**config.mk**
```make
export PLATFORM = sky130hd
export DESIGN_NAME = cam_sequencer
export DESIGN_NICKNAME = d
export VERILOG_FILES = /design/src/rtl/cam_sequencer_pkg.sv /design/src/rtl/cam_sequencer_wait.sv /design/src/rtl/cam_sequencer.sv
export SDC_FILE = /design/constraint.sdc
export NUM_CORES = 1
export LEC_CHECK = 0
export ABC_AREA = 1
export ABC_CLOCK_PERIOD_IN_PS = 3300
export CORE_ASPECT_RATIO = 1.5
export CORE_MARGIN = 8
export CORE_UTILIZATION = 55
export CTS_BUF_LIST = sky130_fd_sc_hd__clkbuf_4
export DETAILED_ROUTE_END_ITERATION = 6
export DONT_BUFFER_PORTS = 1
export PLACE_DENSITY_LB_ADDON = 0.2
export SETUP_SLACK_MARGIN = 0.2
export SYNTH_ARGS = -nofsm -noshare
export SYNTH_HDL_FRONTEND = slang
export SYNTH_SLANG_ARGS = --single-unit
export TNS_END_PERCENT = 30
```
**constraint.sdc**
```tcl
create_clock -name clk -period 3.3 [get_ports clk]
set_input_delay 0.66 -clock clk [delete_from_list [all_inputs] [get_ports clk]]
set_output_delay 0.66 -clock clk [all_outputs]
set_load 0.02 [all_outputs]
```
**src/rtl/cam_sequencer_pkg.sv**
```systemverilog
// Shared definitions for the camera sequencer: FSM encoding, camera register
// constants, burst geometry and the bring-up register table.
package cam_sequencer_pkg;

    typedef enum logic [3:0] {
        S_IDLE,
        S_CAM_RST,
        S_RST_WAIT,
        S_INIT_REQ,
        S_INIT_WAIT,
        S_PTR_REQ,
        S_PTR_WAIT,
        S_RD_REQ,
        S_RD_DATA,
        S_POLL_WAIT,
        S_ERROR
    } state_t;

    typedef struct packed {
        logic [7:0] addr;
        logic [7:0] data;
    } reg_pair_t;

    localparam int         INIT_LEN     = 6;
    localparam int         BURST_LEN    = 16;
    localparam logic [7:0] CAM_REG_PTR  = 8'h36;
    localparam logic [7:0] CAM_REG_MODE = 8'h33;
    localparam logic [7:0] NO_BLOB      = 8'hFF;

    // Bring-up writes, issued in index order.
    function automatic reg_pair_t init_entry(input logic [2:0] idx);
        case (idx)
            3'd0:    init_entry = {8'h30, 8'h01};
            3'd1:    init_entry = {8'h30, 8'h08};
            3'd2:    init_entry = {8'h06, 8'h90};
            3'd3:    init_entry = {8'h08, 8'hC0};
            3'd4:    init_entry = {8'h1A, 8'h40};
            default: init_entry = {CAM_REG_MODE, CAM_REG_MODE};
        endcase
    endfunction

endpackage

```
**src/rtl/cam_sequencer_wait.sv**
```systemverilog
// Loadable down-counter; done is high whenever the count has reached zero.
module cam_wait_timer #(
    parameter int W = 32
) (
    input  logic         clk,
    input  logic         reset,
    input  logic         load,
    input  logic [W-1:0] load_val,
    output logic         done
);

    logic [W-1:0] r_count;

    always_ff @(posedge clk) begin
        if (!reset) begin
            r_count <= '0;
        end else if (load) begin
            r_count <= load_val;
        end else if (r_count != '0) begin
            r_count <= r_count - 1'b1;
        end
    end

    assign done = (r_count == '0);

endmodule

```
**src/rtl/cam_sequencer.sv**
```systemverilog
// Camera bring-up and blob-position polling sequencer driving an external
// i2c master: reset pulse, register init table, then periodic 16-byte reads.
module cam_sequencer
    import cam_sequencer_pkg::*;
#(
    parameter int RST_CYCLES  = 1000,
    parameter int POLL_CYCLES = 2000,
    parameter int RETRY_MAX   = 3
) (
    input  logic       clk,
    input  logic       reset,
    input  logic       start,
    output logic       cam_reset,
    output logic       i2c_req,
    output logic       i2c_rw,
    output logic [7:0] i2c_reg,
    output logic [7:0] i2c_wdata,
    output logic [4:0] i2c_len,
    input  logic       i2c_busy,
    input  logic       i2c_done,
    input  logic       i2c_nack,
    input  logic       rd_valid,
    input  logic [7:0] rd_data,
    output logic [9:0] x,
    output logic [9:0] y,
    output logic       xy_valid,
    output logic       running,
    output logic       error
);

    state_t      r_state, w_state;
    logic [2:0]  r_idx, w_idx;
    logic [7:0]  r_retry, w_retry;
    logic [4:0]  r_cnt;
    logic [7:0]  r_b1, r_b2, r_b3;
    logic [9:0]  r_x, r_y;
    logic        r_xy_valid;
    logic        w_load, w_tmr_done, w_rd_ok, w_give_up, w_no_blob;
    logic [31:0] w_load_val;
    reg_pair_t   w_entry;

    cam_wait_timer #(.W(32)) u_timer (
        .clk      (clk),
        .reset    (reset),
        .load     (w_load),
        .load_val (w_load_val),
        .done     (w_tmr_done)
    );

    assign w_entry   = init_entry(r_idx);
    assign w_give_up = (r_retry >= 8'(RETRY_MAX));
    assign w_no_blob = (r_b1 == NO_BLOB) && (r_b2 == NO_BLOB) && (r_b3 == NO_BLOB);

    always_comb begin
        w_state    = r_state;
        w_idx      = r_idx;
        w_retry    = r_retry;
        w_load     = 1'b0;
        w_load_val = '0;
        w_rd_ok    = 1'b0;
        case (r_state)
            S_IDLE, S_ERROR: if (start) begin
                w_state    = S_CAM_RST;
                w_load     = 1'b1;
                w_load_val = 32'(RST_CYCLES - 1);
                w_idx      = '0;
                w_retry    = '0;
            end
            S_CAM_RST: if (w_tmr_done) begin
                w_state    = S_RST_WAIT;
                w_load     = 1'b1;
                w_load_val = 32'(RST_CYCLES - 1);
            end
            S_RST_WAIT:  if (w_tmr_done) w_state = S_INIT_REQ;
            S_INIT_REQ:  if (i2c_busy) w_state = S_INIT_WAIT;
            S_PTR_REQ:   if (i2c_busy) w_state = S_PTR_WAIT;
            S_RD_REQ:    if (i2c_busy) w_state = S_RD_DATA;
            S_INIT_WAIT: if (i2c_done) begin
                if (!i2c_nack) begin
                    w_retry = '0;
                    if (r_idx == 3'(INIT_LEN - 1)) begin
                        w_state = S_PTR_REQ;
                    end else begin
                        w_idx   = r_idx + 3'd1;
                        w_state = S_INIT_REQ;
                    end
                end else begin
                    w_retry = r_retry + 8'd1;
                    w_state = w_give_up ? S_ERROR : S_INIT_REQ;
                end
            end
            S_PTR_WAIT: if (i2c_done) begin
                if (!i2c_nack) begin
                    w_retry = '0;
                    w_state = S_RD_REQ;
                end else begin
                    w_retry = r_retry + 8'd1;
                    w_state = w_give_up ? S_ERROR : S_PTR_REQ;
                end
            end
            // A short burst counts as a failed read and is re-issued like a NACK.
            S_RD_DATA: if (i2c_done) begin
                if (!i2c_nack && (r_cnt == 5'(BURST_LEN))) begin
                    w_rd_ok    = 1'b1;
                    w_retry    = '0;
                    w_state    = S_POLL_WAIT;
                    w_load     = 1'b1;
                    w_load_val = 32'(POLL_CYCLES - 1);
                end else begin
                    w_retry = r_retry + 8'd1;
                    w_state = w_give_up ? S_ERROR : S_RD_REQ;
                end
            end
            S_POLL_WAIT: if (w_tmr_done) w_state = S_PTR_REQ;
            default:     w_state = S_IDLE;
        endcase
    end

    always_ff @(posedge clk) begin
        if (!reset) begin
            r_state    <= S_IDLE;
            r_idx      <= '0;
            r_retry    <= '0;
            r_cnt      <= '0;
            r_b1       <= '0;
            r_b2       <= '0;
            r_b3       <= '0;
            r_x        <= '0;
            r_y        <= '0;
            r_xy_valid <= 1'b0;
        end else begin
            r_state    <= w_state;
            r_idx      <= w_idx;
            r_retry    <= w_retry;
            r_xy_valid <= 1'b0;
            if (r_state == S_RD_REQ) begin
                r_cnt <= '0;
            end else if ((r_state == S_RD_DATA) && rd_valid && (r_cnt < 5'(BURST_LEN))) begin
                if (r_cnt == 5'd1) r_b1 <= rd_data;
                if (r_cnt == 5'd2) r_b2 <= rd_data;
                if (r_cnt == 5'd3) r_b3 <= rd_data;
                r_cnt <= r_cnt + 5'd1;
            end
            if (w_rd_ok && !w_no_blob) begin
                r_x        <= {r_b3[5:4], r_b1};
                r_y        <= {r_b3[7:6], r_b2};
                r_xy_valid <= 1'b1;
            end
        end
    end

    assign cam_reset = (r_state != S_CAM_RST);
    assign i2c_req   = (r_state == S_INIT_REQ) || (r_state == S_PTR_REQ) || (r_state == S_RD_REQ);
    assign i2c_rw    = (r_state == S_RD_REQ) || (r_state == S_RD_DATA);
    assign i2c_len   = 5'(BURST_LEN);
    assign running   = (r_state == S_PTR_REQ) || (r_state == S_PTR_WAIT) || (r_state == S_RD_REQ) ||
                       (r_state == S_RD_DATA) || (r_state == S_POLL_WAIT);
    assign error     = (r_state == S_ERROR);
    assign x         = r_x;
    assign y         = r_y;
    assign xy_valid  = r_xy_valid;

    always_comb begin
        i2c_reg   = '0;
        i2c_wdata = '0;
        if ((r_state == S_INIT_REQ) || (r_state == S_INIT_WAIT)) begin
            i2c_reg   = w_entry.addr;
            i2c_wdata = w_entry.data;
        end else if ((r_state == S_PTR_REQ) || (r_state == S_PTR_WAIT)) begin
            i2c_reg   = CAM_REG_PTR;
        end
    end

endmodule

```
# After elaboration in Yosys (flattened, before gate mapping)
# Cells that the tools add are included.
[classes]
order_cmp = 2
n_reduce_logical = 32
bitwise_logic = 2
addsub = 4
n_eq_ne = 36
mux = 47
[ops]
columns = ["op", "n"]
rows = [
  ["one-hot mux 14 bit (5 select lines)", 1],
  ["2-to-1 mux 32 bit", 2],
  ["2-to-1 mux 4 bit", 16],
  ["2-to-1 mux 8 bit", 7],
  ["one-hot mux 4 bit (10 select lines)", 1],
  ["one-hot mux 11 bit (3 select lines)", 1],
  ["logical NOT 32 bit", 1],
  ["nonzero test 32 bit", 1],
  ["subtractor 32 x 1 -> 32 bit (second input constant)", 1],
  ["equality test 8 bit (second input constant)", 3],
  ["one-hot mux 8 bit (3 select lines)", 1],
  ["2-to-1 mux 11 bit", 2],
  ["2-to-1 mux 10 bit", 2],
  ["!= test 2 bit (second input constant)", 9],
  ["equality test 4 x 3 -> 1 bit (second input constant)", 4],
  ["2-to-1 mux 3 bit", 5],
  ["equality test 4 bit (second input constant)", 3],
  ["equality test 5 x 2 -> 1 bit (second input constant)", 2],
  ["AND reduction 10 bit", 1],
  ["AND reduction 3 bit", 3],
  ["adder 8 x 1 -> 8 bit (second input constant)", 1],
  ["equality test 4 x 2 -> 1 bit (second input constant)", 2],
  ["greater-or-equal comparator 8 x 2 -> 1 bit (second input constant)", 1],
  ["logical OR 1 bit", 8],
  ["25 further kinds", 45],
]
[totals]
output_inout_bits = 47
wordCells = 134
register_bits = 97

# Logic depth before layout (Yosys ltp)
# Gate-level depths: netlist (run 1).
[logic_depth]
ltp_word = 7
ltp_mapped = 13

# Hierarchy
# A second synthesis (run 1) with hierarchy kept.
[hier_totals]
hier_cells = 928
area_unflattened_um2 = 5784.3
[modules_own_cells]
columns = ["mod", "seq_area_each_um2", "area_each_um2", "n_inst", "cells_each"]
rows = [
  ["cam_sequencer", 1301.2, 3595.9, 1, 564],
  ["cam_wait_timer", 640.6, 2188.3, 1, 364],
]

# Least setup slack after synthesis (run 1)
# Ideal clock, no wire load.
[synth_timing]
path_type = "flip-flop to output port"
startpoint = "register r_state[0]"
endpoint = "output i2c_wdata[1]"
setup_slack_ns = 0.787
required_ns = 2.640
n_path_buf = 2
path_stages_with_launch = 8
t_arrival_ns = 1.853
path_cell_list = "dfxtp_1 buf_4 nor2_4 inv_2 nor2_1 nor2_1 nor3_1 buf_4"
[synth_between]
elab_chain_len = 3
word_cells_on_any_way = 4
cone_classes = "eq/ne: 2; mux: 1; reduce/logical: 1"
[synth_lines]
columns = ["element", "line_no", "rtl"]
rows = [
  ["start: declaration", "cam_sequencer.sv:31", "state_t r_state, w_state;"],
  ["start signal: assignment", "cam_sequencer.sv:132", "r_state <= w_state;"],
  ["equality test 4 x 2 -> 1 bit / equality test 4 x 3 -> 1 bit (equally long branches)", "cam_sequencer.sv:166", "if ((r_state == S_INIT_REQ) || (r_state == S_INIT_WAIT)) begin"],
  ["logical OR 1 bit *", "cam_sequencer.sv:166", ""],
  ["2-to-1 mux 8 bit *", "cam_sequencer.sv:166", ""],
  ["end: declaration", "cam_sequencer.sv:17", "output logic [7:0] i2c_wdata,"],
]
# Every way passes the cells marked *; elsewhere a longest branch is shown, timed or not.

# Worst setup path after layout (run 1)
[layout_timing]
startpoint = "register r_state[0]"
endpoint = "output i2c_wdata[6]"
# The elaborated chain is that of the path after synthesis.

==> flow_metrics.py, run 1 <==
metrics = {
    "die": {
        "die_x_um": 98.16,
        "ios": 62,
        "die-height_um": 139.2,
        "rows": 45,
        "die_area_mm2": 0.01367,
        "initial_core_util_pct": 55.57,
        "coreArea_mm2": 0.01002,
    },
    "critical_path": {
        "worstPathCellList": "nor2_4, inv_2, nor2_1, nor2_1, nor2_1",
        "cp_common_cell": "nor2_1",
        "crit_path_top_delay_cell": "nor2_1",
        "critPathLaunchType": "register",
        "r2r_start": "r_cnt[0]",
        "critPathMaxFanout": 9,
        "worstPathArrival_ns": 2.25,
        "path_class": "register to primary output",
        "cp_slowest_stage_delay_ns": 0.60,
        "r2r_cells": 8,
        "ff2ff_setup_slack_ns": 1.08,
        "rr_endpoint": "u_timer.r_count[2]",
        "end_kind": "primary output",
        "crit_required_ns": 2.64,
    },
    "grt": {
        "grt_max_degree": 51,
        "grt_usage_pct": 19.62,
        "antenna_found_initial": 0,
        "grt_pass1_vias": 4837,
        "overflow": 0,
        "grt_pass1_wl_um": 22400,
    },
    "route": {
        "drtPass1Iterations": 5,
        "drtIter0Drc": 220,
        "routedWlPerCell_um": 13.58,
        "drcViolationCount": 0,
        "ant_nets": 0,
        "viasPerCell": 5.246,
        "wl_um": 13320,
        "vias": 5146,
    },
    "cts": {
        "ctsHoldBuffers": 0,
        "h-tree-depth": 3,
        "cts-buffers-inserted": 9,
        "cts_max_path_buffers": 2,
        "cts_tree": "done",
        "cts.sinks": 97,
        "clk_pin_slew_ns": 0.17,
        "cts-root-buf": "clkbuf_4",
        "cts_setup_buffers": 0,
        "clock_latency_ns": 0.47,
    },
    "pwr": {
        "power.density_mw_per_mm2": 660.9,
        "power_frac_comb_pct": 42.6,
        "p_leak_uw": 0.002732,
        "intPower_uw": 2112,
        "peakVddDrop_mv": 0.2815,
        "switching_share_pct": 44.43,
        "p_clk_share_pct": 20.0,
        "power_frac_seq_pct": 37.4,
        "total_power_uw": 3801,
        "p_switching_uw": 1689,
    },
    "logic_synthesis": {
        "avgSynthCellArea_um2": 6.409,
        "synth_ff_type": "dfxtp_1",
        "synth_compound_area_share_pct": 9.189,
        "async_reset_ff_share_pct": 0,
        "synth_area_leaders": "dfxtp_1 35%, nand2_1 13%, nor2_1 13%",
        "synth_edf_count": 0,
        "ys_types": 39,
        "yosysTopAreaCell": "dfxtp_1",
        "synth_top_family_by_area": "simple AND/OR/NAND/NOR gates",
        "yosysSeqAreaShare_pct": 34.87,
        "synth_seq_cells": 97,
        "syn_area_mm2": 0.005569,
        "ys_warn_count": 0,
        "yosysMostFrequentCell": "nand2_1",
        "synth_xor_area_share_pct": 1.415,
        "yosys.area_share.simple_pct": 40.40,
        "syn_inst": 869,
        "synthTopCellsByCount": "199 x nand2_1, 186 x nor2_1, 109 x inv_1",
        "yosys.area_share.adder_pct": 2.696,
        "synthMuxAreaShare_pct": 0,
        "netlist.area_leader.share_pct": 34.87,
    },
    "placed_design": {
        "dp_worst_setup_slack_ns": 0.7985,
        "hpwl_um": 10120,
        "io_buffer_count": 0,
        "place.gp.congestion": 0.8841,
    },
    "sta": {
        "layout_setup_ws_ns": 0.3888,
        "tightestPinTransition_ns": 0.7272,
        "setup_viol": 0,
        "min_period_ns": 2.911,
        "timing_hold_violations_final": 0,
        "rsz0062_at_grt": "false",
        "fin_setup_tns_ns": 0,
        "drv_slew": 0,
        "period_share_pct": 88.22,
        "skew_ns": 0.02194,
        "fmax_ghz": 0.3435,
        "maxSlewHeadroom_pct": 51.34,
    },
    "run_status": {
        "status": "finished clean",
    },
    "finish": {
        "multi_input_area_mm2": 0.003032,
        "regArea_mm2": 0.001942,
        "num-nets-final": 886,
        "antenna_cells": 0,
        "nFillCells": 986,
        "syn2layout_area_growth_pct": 3.280,
        "drive_gt1_share_pct": 7.060,
    },
    "worst_hold_path": {
        "hold_path_end": "x[5]",
        "hp-class": "primary input to register",
        "hold_start": "reset",
        "hold-path-cell-count": 2,
    },
    "flow_run": {
        "drv_cap": 0,
    },
}
## cell usage in the layout (no fill, tap or decap), types with 2 or more instances in the layout
cell type and instances:
nor4_1 3, nand2_1 199, xor2_1 6, buf_4 2, inv_1 109, conb_1 8
bufinv_16 2, o211ai_1 2, nand3b_1 9, nor2_2 7, ha_1 12, nand2_2 10
nand4_1 30, clkbuf_4 9, o21ai_1 5, inv_8 3, nor3b_1 2, nand2_4 2
nand3_2 2, dfxtp_1 97, inv_2 7, nor3_2 2, o21ai_0 40, nor2_4 7
nor2_1 185, nand3_1 39, xnor2_1 3, a21oi_1 44, nor3_1 6
## power groups by stage
stage	clock network [µW]	logic, µW	registers [µW]
global route	830	1840	1440
global placement	0	1580	1440
CTS	784	1610	1420
finish	762	1620	1420
detailed placement	0	1600	1440
floorplan	0	1360	1400
## final cells by class
type                       count  area share [%]
clock buffer                   9           1.175
clock inverter                 7           1.914
inverter                     117           7.635
multi-input combinational    632           52.71
sequential                    97           33.76
tap                          117           2.545
timing repair buffer           2          0.2610
## per-layer routing
metal,global-route usage [%],up-vias,share of wire (%)
li1,-,2696,-
met1,21.84,2337,42
met2,35.45,100,52
met3,4.793,13,5.3
met4,6.418,0,1.4
met5,0,-,0
## registers in the layout, indices dropped and copies added (netlist names)
name             count
r_b1                 8
r_b2                 8
r_b3                 8
r_cnt                5
r_idx                3
r_retry              8
r_state              4
u_timer.r_count     32
x                   10
xy_valid             1
y                   10
## stage by stage
step                std cells  util, %  hold WS (ns)  instance area [µm²]
detailed placement        965    55.56        0.4580                 5568
global placement          965    55.56        0.4507                 5568
CTS                       981    57.33        0.2657                 5746
floorplan                 875        -        0.4372                 5592
global route              981    57.39        0.2523                 5752
finish                    981    57.39        0.3041                 5752
## worst max path at each step
| stage | endpoint | from | cells past startpoint | slack, ns |
|---|---|---|---|---|
| 6_report | i2c_wdata[6] | r_state[0] | 5 | 0.39 |
| 5_1_grt | i2c_reg[5] | r_idx[0] | 9 | 0.23 |
| 4_1_cts | i2c_reg[5] | r_state[0] | 7 | 0.26 |
| 3_5_place_dp | i2c_reg[5] | r_state[0] | 7 | 0.80 |
| 3_3_place_gp | i2c_reg[5] | r_state[0] | 7 | 0.83 |
| 2_1_floorplan | i2c_wdata[1] | r_state[0] | 7 | 0.79 |
## worst max-delay path: cells and delay by family (launching register included)
| family | cells | cell delay (ns) |
|---|---|---|
| and+or+nand+nor | 4 | 1.27 |
| DFF | 1 | 0.45 |
| buffers and inverters | 1 | 0.07 |
## logic make-up (layout without fill, tap and decap cells)
group                    count (synthesis)  in the layout
AND/OR/NAND/NOR                        507            507
adder cells (fa/ha/maj)                 12             12
other                                    2              8
AO/OA/AOI/OAI                           96             96
buffers and inverters                  146            135
XOR/XNOR                                 9              9
flip-flops                              97             97
## timing repair
action,CTS,global route
hold endpoints to repair,0,0
resized for setup,0,2
setup endpoints to repair,0,1
(Power assumes the default switching activity.)
==> inputs of run 2 (changes only) <==
--- a/config.mk
+++ b/config.mk
@@ -6,7 +6,7 @@
 export NUM_CORES = 1
 export LEC_CHECK = 0
 export ABC_AREA = 1
-export ABC_CLOCK_PERIOD_IN_PS = 3300
+export ABC_CLOCK_PERIOD_IN_PS = 3250
 export CORE_ASPECT_RATIO = 1.5
 export CORE_MARGIN = 8
 export CORE_UTILIZATION = 55
==> constraint.sdc (replaced) <==
create_clock -name clk -period 3.25 [get_ports clk]
set_input_delay 0.65 -clock clk [delete_from_list [all_inputs] [get_ports clk]]
set_output_delay 0.65 -clock clk [all_outputs]
set_load 0.02 [all_outputs]
==> run 2 against run 1 <==
Setup slack better by 0.0061 ns. Global-route usage is 0.16 points higher. Total power is 2.7% lower. Cell count is 0.20% higher. Critical path type unchanged. Largest cell class unchanged.
==> flow_metrics.py, run 2 (synthesis gave the netlist of run 1 again) <==
metrics = {
    "sta": {
        "skew_ns": 0.02154,
        "period_share_pct": 87.85,
        "rsz0062_at_grt": "false",
        "maxSlewHeadroom_pct": 51.52,
        "fin_setup_tns_ns": 0,
        "setup_viol": 0,
        "fmax_ghz": 0.3503,
        "timing_hold_violations_final": 0,
        "drv_slew": 0,
        "finalHoldWorstSlack_ns": 0.3117,
        "layout_setup_ws_ns": 0.3949,
        "min_period_ns": 2.855,
        "tightestPinTransition_ns": 0.7246,
    },
    "worst_hold_path": {
        "hp-class": "primary input to register",
        "hold-path-cell-count": 2,
    },
    "finish": {
        "layout_common_cells": "199 x nand2_1, 185 x nor2_1, 109 x inv_1, 97 x dfxtp_1, 45 x a21oi_1",
        "drive_gt1_share_pct": 7.052,
        "layout_commonest_cell": "nand2_1",
        "syn2layout_area_growth_pct": 2.382,
        "num-nets-final": 887,
        "regMostFlops": "u_timer.r_count",
        "largest_reg_flops": 32,
        "nFillCells": 1006,
        "fin_cells": 983,
    },
    "route": {
        "wl_met1_um": 5484,
        "ant_nets": 0,
        "drtIter0Drc": 330,
        "dr.max_layer_used": "met4",
        "wl_met3_um": 744,
        "routedWlPerCell_um": 13.66,
        "drcViolationCount": 0,
        "viasPerCell": 5.342,
        "vias": 5251,
        "drtPass1Iterations": 6,
        "met2_length_um": 6842,
        "wl_um": 13430,
    },
    "die": {
        "die_area_mm2": 0.01367,
        "rows": 45,
        "initial_core_util_pct": 55.57,
        "coreArea_mm2": 0.01002,
        "die_x_um": 98.16,
        "ios": 62,
        "die-height_um": 139.2,
    },
    "critical_path": {
        "critPathMaxFanout": 9,
        "cp_common_cell": "nor2_1",
        "r2r_cells": 8,
        "worstPathArrival_ns": 2.21,
        "end_kind": "primary output",
        "worstSetupPathDepth": 8,
        "crit_family": "simple AND/OR/NAND/NOR gates",
        "cp_slowest_stage_delay_ns": 0.56,
        "cp_num_buf_inv": 2,
        "crit_required_ns": 2.60,
        "worstPathCellList": "nor2_4, inv_2, nor2_1, nor2_1, a21oi_1, buf_4, nor2_1, nand2_1",
        "path_class": "register to primary output",
        "crit_path_top_delay_cell": "dfxtp_1",
        "critPathLaunchType": "register",
    },
    "cts": {
        "clock_latency_ns": 0.46,
        "h-tree-depth": 3,
        "clk_pin_slew_ns": 0.16,
        "cts_max_path_buffers": 2,
        "cts.sinks": 97,
        "cts_setup_buffers": 0,
        "cts-root-buf": "clkbuf_4",
        "cts-buffers-inserted": 9,
        "cts_tree": "done",
    },
    "placed_design": {
        "hpwl_um": 10180,
        "dp_worst_setup_slack_ns": 0.8121,
        "place.gp.congestion": 0.8813,
        "io_buffer_count": 0,
        "dp_cells": 966,
    },
    "grt": {
        "grt_pass1_wl_um": 22580,
        "antenna_found_initial": 1,
        "grt_pass1_vias": 5005,
        "grt_max_degree": 51,
        "overflow": 0,
        "grt_usage_pct": 19.78,
    },
    "flow_run": {
        "drv_cap": 0,
    },
    "pwr": {
        "power.density_mw_per_mm2": 648.5,
        "p_leak_uw": 0.002719,
        "peakVddDrop_mv": 0.2842,
    },
    "run_status": {
        "status": "finished clean",
    },
}
[run 2: changes by cell type in the layout (fill, tap and decap cells not counted), sizes merged]
| cell | previous run | this run |
|---|---|---|
| clkbuf | 9 | 11 |
| clkinv | 2 | 3 |
| buf | 2 | 3 |
| bufinv | 2 | 0 |
| clkinvlp | 1 | 0 |
| diode | 0 | 1 |
[run 2: final timing paths]
check / startpoint / to / slack, ns
worst max-delay path: r_state[0] / i2c_reg[5] / 0.39
worst min-delay path: reset / y[0] / 0.31
worst max register to register: r_cnt[0] / u_timer.r_count[9] / 1.06
worst min register to register: r_b1[3] / r_b1[3] / 0.48
[run 2: what timing repair did]
action	4_1_cts	5_1_grt
hold buffers	0	0
resized for setup	0	1
endpoints found under the setup margin	0	1
[run 2: area by class of cell]
type	instances	area, µm²	share of cell area (%)
clock buffer	11	82.58	1.448
inverter	117	439.2	7.702
multi-input combinational	632	3028	53.11
timing repair buffer	3	22.52	0.3950
clock inverter	5	38.79	0.6803
sequential	97	1942	34.06
antenna	1	2.502	0.04389
tap	117	146.4	2.567
[run 2: metrics by stage]
| stage | utilization [%] | total power (µW) | cell area, µm² |
|---|---|---|---|
| finish | 56.89 | 3698 | 5702 |
| global route | 56.89 | 3996 | 5702 |
| CTS | 56.84 | 3712 | 5697 |
| detailed placement | 55.63 | 3103 | 5575 |
| global placement | 55.63 | 3059 | 5575 |
| floorplan | - | 2803 | 5592 |
[run 2: power breakdown]
| part | switching [µW] | total (µW) | internal [µW] |
|---|---|---|---|
| Sequential | 139 | 1440 | 1310 |
| Combinational | 1140 | 1650 | 512 |
| Clock | 421 | 605 | 184 |
| Total | 1700 | 3700 | 2000 |
[run 2: routing by layer]
layer  vias up  global-route usage, %
li1       2692                      -
met1      2402                  21.16
met2       130                  35.73
met3        27                  4.743
met4         0                  8.936
met5         -                      0
==> inputs of run 3 (changes only) <==
==> constraint.sdc (replaced) <==
create_clock -name clk -period 3.25 [get_ports clk]
set_input_delay 0.325 -clock clk [delete_from_list [all_inputs] [get_ports clk]]
set_output_delay 0.325 -clock clk [all_outputs]
set_load 0.02 [all_outputs]
==> run 3 against run 2 <==
Wire length grew 0.65%. Non-clock buffer count is 3 higher. Highest routed layer unchanged. Critical endpoint unchanged. Combinational power about the same. Sequential power about the same. Critical path depth shrank 1. First-iteration DRC count is 37% lower. Cell count increased by 0.31%. Die area unchanged.
==> flow_metrics.py, run 3 (synthesis gave the netlist of run 1 again) <==
metrics = {
    "cts": {
        "cts-root-buf": "clkbuf_4",
        "cts_max_path_buffers": 2,
        "clk_pin_slew_ns": 0.17,
        "cts_tree": "done",
        "cts-buffers-inserted": 9,
        "cts_resized": 0,
        "clock_latency_ns": 0.45,
        "h-tree-depth": 3,
        "cts.sinks": 97,
    },
    "sta": {
        "timing_hold_violations_final": 0,
        "maxSlewHeadroom_pct": 51.94,
        "fin_setup_tns_ns": 0,
        "rsz0062_at_grt": "false",
        "min_period_ns": 2.688,
        "drv_slew": 0,
        "skew_ns": 0.01947,
        "tightestPinTransition_ns": 0.7183,
        "period_share_pct": 82.71,
        "setup_viol": 0,
        "fmax_ghz": 0.3720,
    },
    "route": {
        "drtIter0Drc": 208,
        "drtPass1Iterations": 4,
        "routedWlPerCell_um": 13.71,
        "wl_um": 13520,
        "ant_nets": 0,
        "vias": 5192,
        "viasPerCell": 5.266,
        "drcViolationCount": 0,
    },
    "critical_path": {
        "crit_family": "simple AND/OR/NAND/NOR gates",
        "cp_slowest_stage_delay_ns": 0.46,
        "path_class": "register to primary output",
        "cp_num_buf_inv": 1,
        "crit_required_ns": 2.92,
        "worstPathArrival_ns": 2.36,
        "crit_path_top_delay_cell": "a21oi_1",
        "critPathMaxFanout": 9,
        "end_kind": "primary output",
        "worstPathCellList": "nor2_4, inv_2, nor2_1, nor2_1, a21oi_1, nor2_1, nand2_1",
        "critPathLaunchType": "register",
        "cp_common_cell": "nor2_1",
    },
    "grt": {
        "grt_max_degree": 47,
        "overflow": 0,
        "grt_pass1_vias": 4991,
        "grt_usage_pct": 20.05,
        "antenna_found_initial": 1,
        "grt_pass1_wl_um": 22900,
    },
    "finish": {
        "regMostFlops": "u_timer.r_count",
        "syn2layout_area_growth_pct": 3.887,
        "final_cell_area_mm2": 0.005786,
        "num-nets-final": 890,
        "drive_gt1_share_pct": 6.797,
        "layout_common_cells": "199 x nand2_1, 186 x nor2_1, 109 x inv_1, 97 x dfxtp_1, 45 x a21oi_1",
        "layout_commonest_cell": "nand2_1",
        "largest_reg_flops": 32,
        "fin_cells": 986,
    },
    "pwr": {
        "power_frac_comb_pct": 43.1,
        "p_clk_share_pct": 19.4,
        "p_switching_uw": 1708,
        "power.density_mw_per_mm2": 665.1,
        "switching_share_pct": 44.39,
        "p_leak_uw": 0.002753,
        "intPower_uw": 2140,
        "power_frac_seq_pct": 37.5,
        "peakVddDrop_mv": 0.3525,
    },
    "die": {
        "die_x_um": 98.16,
        "coreArea_mm2": 0.01002,
        "die-height_um": 139.2,
        "rows": 45,
        "initial_core_util_pct": 55.57,
        "die_area_mm2": 0.01367,
        "ios": 62,
    },
    "placed_design": {
        "place_area_mm2": 0.005568,
        "place.gp.congestion": 0.8502,
        "hpwl_um": 10170,
        "io_buffer_count": 0,
        "dp_cells": 965,
    },
    "flow_run": {
        "drv_cap": 0,
    },
    "worst_hold_path": {
        "hp-class": "primary input to register",
    },
    "run_status": {
        "status": "finished clean",
    },
}
## run 3: cell types whose count changed in the layout (fill, tap and decap cells not counted), sizes merged
cell / before / now
dlygate4sd3: 0 / 3
bufinv: 0 / 2
clkbuf: 11 / 9
## run 3: final timing paths
kind         startpoint                 end  slack [ns]  cells past startpoint
max          r_state[0]          i2c_reg[5]        0.56                      7
min          rd_data[2]             r_b3[2]        0.03                      2
max reg2reg    r_cnt[0]  u_timer.r_count[2]        1.12                      8
min reg2reg     r_b1[3]             r_b1[3]        0.47                      2
## run 3: layout make-up
class | instances | area, µm²
Tap cell | 117 | 146.4
Sequential cell | 97 | 1942
Fill cell | 1019 | 4237
Clock inverter | 7 | 97.59
Inverter | 117 | 439.2
Clock buffer | 9 | 67.56
Timing Repair Buffer | 6 | 65.06
Multi-Input combinational cell | 632 | 3025
Antenna cell | 1 | 2.502
## run 3: routing by layer
| metal | global-route usage [%] | vias to the layer above | wire length (µm) |
|---|---|---|---|
| met5 | 0 | - | 0 |
| met2 | 35.48 | 102 | 6750 |
| li1 | - | 2706 | - |
| met3 | 4.793 | 30 | 683 |
| met1 | 21.91 | 2354 | 5641 |
| met4 | 9.504 | 0 | 442 |
## run 3: per-stage QoR
step | util, % | power, µW | hold slack [ns] | worst slack (ns)
finish | 57.73 | 3848 | 0.02647 | 0.5618
global route | 57.73 | 4158 | 0.01634 | 0.3819
CTS | 57.60 | 3867 | 0.0008692 | 0.5244
detailed placement | 55.56 | 3101 | 0.4537 | 1.065
global placement | 55.56 | 3060 | 0.4507 | 1.114
floorplan | - | 2803 | 0.4372 | 1.072
## run 3: what timing repair did
action                    CTS  global route
hold buffers                3             1
buffers inserted            0             0
hold endpoints to repair   46             1
## run 3: power by group through the flow
stage	Clock (µW)	Combinational, µW	Sequential [µW]
2_1_floorplan	0	1380	1420
3_3_place_gp	0	1600	1460
3_5_place_dp	0	1630	1470
4_1_cts	772	1650	1440
5_1_grt	821	1880	1460
6_report	745	1660	1440
